`config.mk`:
```
export PLATFORM = sky130hd
export DESIGN_NAME = vga_timing_multi
export DESIGN_NICKNAME = d
export VERILOG_FILES = /design/src/rtl/vga_timing_multi.sv
export SDC_FILE = /design/constraint.sdc
export NUM_CORES = 1
export LEC_CHECK = 0
export CELL_PAD_IN_SITES_DETAIL_PLACEMENT = 0
export CELL_PAD_IN_SITES_GLOBAL_PLACEMENT = 1
export CORE_ASPECT_RATIO = 0.9
export CORE_UTILIZATION = 40
export CTS_BUF_LIST = sky130_fd_sc_hd__clkbuf_16
export CTS_CLUSTER_SIZE = 25
export DETAILED_ROUTE_END_ITERATION = 6
export GPL_ROUTABILITY_DRIVEN = 0
export GPL_TIMING_DRIVEN = 0
export PLACE_DENSITY_LB_ADDON = 0.1
export SLEW_MARGIN = 20
export SYNTH_ARGS = -nofsm -noshare
export SYNTH_HDL_FRONTEND = slang
export SYNTH_SLANG_ARGS = --single-unit
```
`constraint.sdc`:
```
create_clock -name clk -period 10.1 [get_ports clk]
set_input_delay 3.03 -clock clk [delete_from_list [all_inputs] [get_ports clk]]
set_output_delay 3.03 -clock clk [all_outputs]
set_load 0.03 [all_outputs]
```
`src/rtl/vga_timing_multi.sv`:
```
// Two-mode VGA timing generator: pixel/line counters with registered, mutually
// aligned sync, blanking and frame-start flags; mode switches only at frame wrap.
module vga_timing_multi #(
  parameter int       CNT_W       = 11,
  parameter int       M0_H_ACTIVE = 800,
  parameter int       M0_H_FP     = 40,
  parameter int       M0_H_SYNC   = 128,
  parameter int       M0_H_BP     = 88,
  parameter int       M0_V_ACTIVE = 600,
  parameter int       M0_V_FP     = 1,
  parameter int       M0_V_SYNC   = 4,
  parameter int       M0_V_BP     = 23,
  parameter int       M1_H_ACTIVE = 1024,
  parameter int       M1_H_FP     = 24,
  parameter int       M1_H_SYNC   = 136,
  parameter int       M1_H_BP     = 160,
  parameter int       M1_V_ACTIVE = 768,
  parameter int       M1_V_FP     = 3,
  parameter int       M1_V_SYNC   = 6,
  parameter int       M1_V_BP     = 29,
  parameter bit       HS_POL      = 1'b1,
  parameter bit       VS_POL      = 1'b1
) (
  input  logic             clk,
  input  logic             rst_n,
  input  logic             pix_en,
  input  logic             mode_sel,
  output logic [CNT_W-1:0] hcount,
  output logic [CNT_W-1:0] vcount,
  output logic             hsync,
  output logic             vsync,
  output logic             hblnk,
  output logic             vblnk,
  output logic             frame_start,
  output logic             mode_act
);

  localparam int M0_HT = M0_H_ACTIVE + M0_H_FP + M0_H_SYNC + M0_H_BP;
  localparam int M0_VT = M0_V_ACTIVE + M0_V_FP + M0_V_SYNC + M0_V_BP;
  localparam int M1_HT = M1_H_ACTIVE + M1_H_FP + M1_H_SYNC + M1_H_BP;
  localparam int M1_VT = M1_V_ACTIVE + M1_V_FP + M1_V_SYNC + M1_V_BP;

  if ((M0_HT - 1) >= (1 << CNT_W) || (M0_VT - 1) >= (1 << CNT_W) ||
      (M1_HT - 1) >= (1 << CNT_W) || (M1_VT - 1) >= (1 << CNT_W)) begin : g_cnt_w_check
    $fatal(1, "vga_timing_multi: CNT_W too narrow for the configured totals");
  end

  localparam logic [CNT_W-1:0] C0_HMAX = CNT_W'(M0_HT - 1);
  localparam logic [CNT_W-1:0] C0_VMAX = CNT_W'(M0_VT - 1);
  localparam logic [CNT_W-1:0] C0_HA   = CNT_W'(M0_H_ACTIVE);
  localparam logic [CNT_W-1:0] C0_HSS  = CNT_W'(M0_H_ACTIVE + M0_H_FP);
  localparam logic [CNT_W-1:0] C0_HSE  = CNT_W'(M0_H_ACTIVE + M0_H_FP + M0_H_SYNC);
  localparam logic [CNT_W-1:0] C0_VA   = CNT_W'(M0_V_ACTIVE);
  localparam logic [CNT_W-1:0] C0_VSS  = CNT_W'(M0_V_ACTIVE + M0_V_FP);
  localparam logic [CNT_W-1:0] C0_VSE  = CNT_W'(M0_V_ACTIVE + M0_V_FP + M0_V_SYNC);
  localparam logic [CNT_W-1:0] C1_HMAX = CNT_W'(M1_HT - 1);
  localparam logic [CNT_W-1:0] C1_VMAX = CNT_W'(M1_VT - 1);
  localparam logic [CNT_W-1:0] C1_HA   = CNT_W'(M1_H_ACTIVE);
  localparam logic [CNT_W-1:0] C1_HSS  = CNT_W'(M1_H_ACTIVE + M1_H_FP);
  localparam logic [CNT_W-1:0] C1_HSE  = CNT_W'(M1_H_ACTIVE + M1_H_FP + M1_H_SYNC);
  localparam logic [CNT_W-1:0] C1_VA   = CNT_W'(M1_V_ACTIVE);
  localparam logic [CNT_W-1:0] C1_VSS  = CNT_W'(M1_V_ACTIVE + M1_V_FP);
  localparam logic [CNT_W-1:0] C1_VSE  = CNT_W'(M1_V_ACTIVE + M1_V_FP + M1_V_SYNC);

  logic [CNT_W-1:0] r_h, r_v;
  logic             r_hs, r_vs, r_hb, r_vb, r_fs, r_mode;

  logic [CNT_W-1:0] w_hmax, w_vmax, w_h_nxt, w_v_nxt;
  logic [CNT_W-1:0] w_ha, w_hss, w_hse, w_va, w_vss, w_vse;
  logic             w_h_last, w_v_last, w_wrap, w_mode_nxt;

  always_comb begin
    w_hmax     = r_mode ? C1_HMAX : C0_HMAX;
    w_vmax     = r_mode ? C1_VMAX : C0_VMAX;
    w_h_last   = (r_h == w_hmax);
    w_v_last   = (r_v == w_vmax);
    w_wrap     = w_h_last && w_v_last;
    w_h_nxt    = w_h_last ? '0 : r_h + CNT_W'(1);
    w_v_nxt    = r_v;
    if (w_h_last) w_v_nxt = w_v_last ? '0 : r_v + CNT_W'(1);
    // Flags for the next position always come from the mode that position belongs to.
    w_mode_nxt = w_wrap ? mode_sel : r_mode;
    w_ha       = w_mode_nxt ? C1_HA  : C0_HA;
    w_hss      = w_mode_nxt ? C1_HSS : C0_HSS;
    w_hse      = w_mode_nxt ? C1_HSE : C0_HSE;
    w_va       = w_mode_nxt ? C1_VA  : C0_VA;
    w_vss      = w_mode_nxt ? C1_VSS : C0_VSS;
    w_vse      = w_mode_nxt ? C1_VSE : C0_VSE;
  end

  always_ff @(posedge clk) begin
    if (!rst_n) begin
      r_h    <= '0;
      r_v    <= '0;
      r_hb   <= 1'b0;
      r_vb   <= 1'b0;
      r_hs   <= ~HS_POL;
      r_vs   <= ~VS_POL;
      r_fs   <= 1'b0;
      r_mode <= mode_sel;
    end else begin
      r_fs <= 1'b0;
      if (pix_en) begin
        r_h    <= w_h_nxt;
        r_v    <= w_v_nxt;
        r_mode <= w_mode_nxt;
        r_fs   <= w_wrap;
        r_hb   <= (w_h_nxt >= w_ha);
        r_vb   <= (w_v_nxt >= w_va);
        r_hs   <= ((w_h_nxt >= w_hss) && (w_h_nxt < w_hse)) ? HS_POL : ~HS_POL;
        r_vs   <= ((w_v_nxt >= w_vss) && (w_v_nxt < w_vse)) ? VS_POL : ~VS_POL;
      end
    end
  end

  assign hcount      = r_h;
  assign vcount      = r_v;
  assign hsync       = r_hs;
  assign vsync       = r_vs;
  assign hblnk       = r_hb;
  assign vblnk       = r_vb;
  assign frame_start = r_fs;
  assign mode_act    = r_mode;

endmodule

```
==> flow_summary.toml <==
[clocking]
clock_sinks = 28
ctsHoldBuffers = 0
cts_resized = 0
cts_setup_buffers = 0
path_clk_slew_ps = 70
clk_latency_ps = 270
cts_buffer_depth = 2
cts_buffers = 3
htree_levels = 1
root_buffer = "clkbuf_16"
cts_tree = "yes"

[power_and_ir_drop]
seq_power_share = 0.451
power.internal_uw = 187
power.switching_uw = 75.4
p_clk_frac = 0.359
comb_power_share = 0.190
cellPowerDensity_nw_per_um2 = 99.5
switching_share = 0.287
vdd_drop_max_mv = 0.0681
cellLeakagePower_nw = 1.03

[yosys]
synth_top_area_cell = "dfxtp_1"
synth-seq-area-share = 0.264
syn_nets = 294
synth_top_flop_cell = "dfxtp_1"
ys_ff_latch = 28
synthSimpleGateAreaFrac = 0.303
synth.area.top_cells = "dfxtp_1, ha_1, nor2_1"
async_flop_share = 0
synth_edf_count = 1
synth_top_area_share = 0.250
muxShareOfSynthArea = 0.0370
yosys_warnings = 0
synth-compound-area-share = 0.184
netlist_area_um2 = 2160
syn_inst = 274
synth_top_family_by_area = "simple AND/OR/NAND/NOR gates"
synthAdderAreaFrac = 0.0925
synth_cell_types = 56
synth_xor_area_frac = 0.0688
synth.avg_cell_area_um2 = 7.90

[drt]
first_iter_violations = 118
via_count = 2104
viasPerCell = 5.60
wl_per_cell_um = 16.1
wirelength_um = 6050
drc = 0
ant_nets = 0
firstDrtPassIters = 4

[final_layout]
multi_input_area_um2 = 1490
area_growth_pct = 21.8
most-common-layout-cells = "nor2_1, clkdlybuf4s50_1, dfxtp_1"
nets = 330
post-route-cell-area_um2 = 2640
final_cells = 376
drive_gt1_frac = 0.0421
seq_area_um2 = 571
nFillCells = 546
diodes = 0
postLayoutCoreUtil = 0.505

[worst_setup_path]
crit_type = "in -> reg"
worstPathArrival_ps = 5840
worstPathMaxFanout = 10
r2r_cells = 14
start_kind = "input port"
cp.required_ps = 10290
end_kind = "flip-flop"

[timing]
grt_setup_unrepaired = "false"
fin_crit_sh = 0.560
max_freq_mhz = 177
maxSlewViolCount = 0
setup_ws_ps = 4440
tightestPinTransition_ps = 895
hold_viol_final = 0
layout_min_cycle_time_ps = 5660
relSlewSlack = 0.386
finalSetupViolCount = 0
fin_setup_tns_ps = 0
fin_skew_ps = 3.92

[placed_design]
place_inst = 372
io_buffer_count = 31
dp_hpwl_um = 4580
dp_worst_setup_slack_ps = 4160
dpl_cell_area_um2 = 2560

[global_routing]
antenna_found_initial = 0
grt_first_pass_wirelength_um = 10100
grt_usage = 0.231
grt_max_degree = 16
grt-ovfl-total = 0
grt_pass1_vias = 1932

[run_status]
run_status = "finished, final reports clean"

[floorplanning]
die_area_um2 = 5710
die_w_um = 79.5
core_area_um2 = 5220
start_util = 0.414
fp-row-count = 25
boundaryPins = 32
die_h_um = 71.8

[min_path]
hp-class = "reg -> reg"
min_path_cells = 2

[job]
cap_violations = 0
[power groups by stage]
| stage | logic, mW | registers, mW | clock network (mW) |
|---|---|---|---|
| floorplan | 0.0272 | 0.126 | 0 |
| global placement | 0.0493 | 0.121 | 0 |
| detailed placement | 0.0496 | 0.121 | 0 |
| CTS | 0.0499 | 0.118 | 0.0966 |
| global route | 0.0559 | 0.119 | 0.101 |
| finish | 0.0498 | 0.118 | 0.0943 |
[logic make-up (layout without fill, tap and decap cells)]
group,count (synthesis),count (layout)
adder cells (fa/ha/maj),16,16
flip-flops,28,28
multiplexers,8,8
AO/OA/AOI/OAI,53,53
AND/OR/NAND/NOR,125,125
XOR/XNOR,17,17
buffers and inverters,27,62
[worst paths after layout]
| check | start | endpoint | slack, ps |
|---|---|---|---|
| setup / recovery | mode_sel | hsync$_SDFFE_PN0P_ | 4440 |
| hold / removal | vsync$_SDFFE_PN0P_ | vsync$_SDFFE_PN0P_ | 490 |
| setup reg to reg | hcount[0]$_SDFFE_PN0P_ | hsync$_SDFFE_PN0P_ | 5700 |
| hold reg to reg | vsync$_SDFFE_PN0P_ | vsync$_SDFFE_PN0P_ | 490 |
[layer usage]
metal | share of wire | vias to the layer above | track usage | wire, um
met3 | 0.056 | 6 | 0.0395 | 340
met5 | 0 | - | 0 | 0
met4 | 0.0065 | 0 | 0.0323 | 39
li1 | - | 1072 | - | -
met2 | 0.41 | 57 | 0.348 | 2500
met1 | 0.52 | 969 | 0.349 | 3170
[synth_stat cells, types with 2 or more instances]
library cell  number
nand4_1            6
a311oi_1           4
nand4b_1           2
xnor2_1            7
a211oi_1           3
clkbuf_1          12
inv_1              8
or3_1              3
ha_1              16
and3_1             7
a21oi_1            9
nand2_1           26
o211a_1            3
mux2i_1            8
and4_1             4
nor2_1            31
a31oi_1            2
dfxtp_1           27
nand3_1           10
buf_2              3
nor2b_1            2
nand2b_1           4
o211ai_1           4
xor2_1            10
o21ai_0            8
nor3_1            12
and2_1             5
nand3b_1           3
nor4b_1            3
o31ai_1            3
a2111oi_0          2
o2111ai_1          2
nor4_1             2
[state kept, by name (all words and copies together) (netlist names)]
signal and flops:
hcount 11, frame_start 1, vcount 11, mode_act 1
vblnk 1, hsync 1, vsync 1, hblnk 1
[per-stage QoR]
| stage | power, mW | hold WS, ps |
|---|---|---|
| after floorplan | 0.154 | 608 |
| after global placement | 0.170 | 475 |
| after detailed placement | 0.171 | 479 |
| after CTS | 0.265 | 495 |
| after global routing | 0.276 | 518 |
| final | 0.263 | 489 |
[critical path: stages]
cell and delay (ps):
clkdlybuf4s50_1 410, mux2i_1 710, inv_1 380, ha_1 390
a21o_1 180, a21oi_1 170, and4_1 250, o211ai_1 90
o22a_1 170, o31ai_1 50
[area by class of cell]
class	count	share of cell area
buffer	17	0.0270
tap	67	0.0318
clock buffer	3	0.0285
sequential	28	0.216
timing repair buffer	31	0.118
multi-input combinational	219	0.563
inverter	10	0.0142
clock inverter	1	0.00142
(Power assumes the default switching activity.)
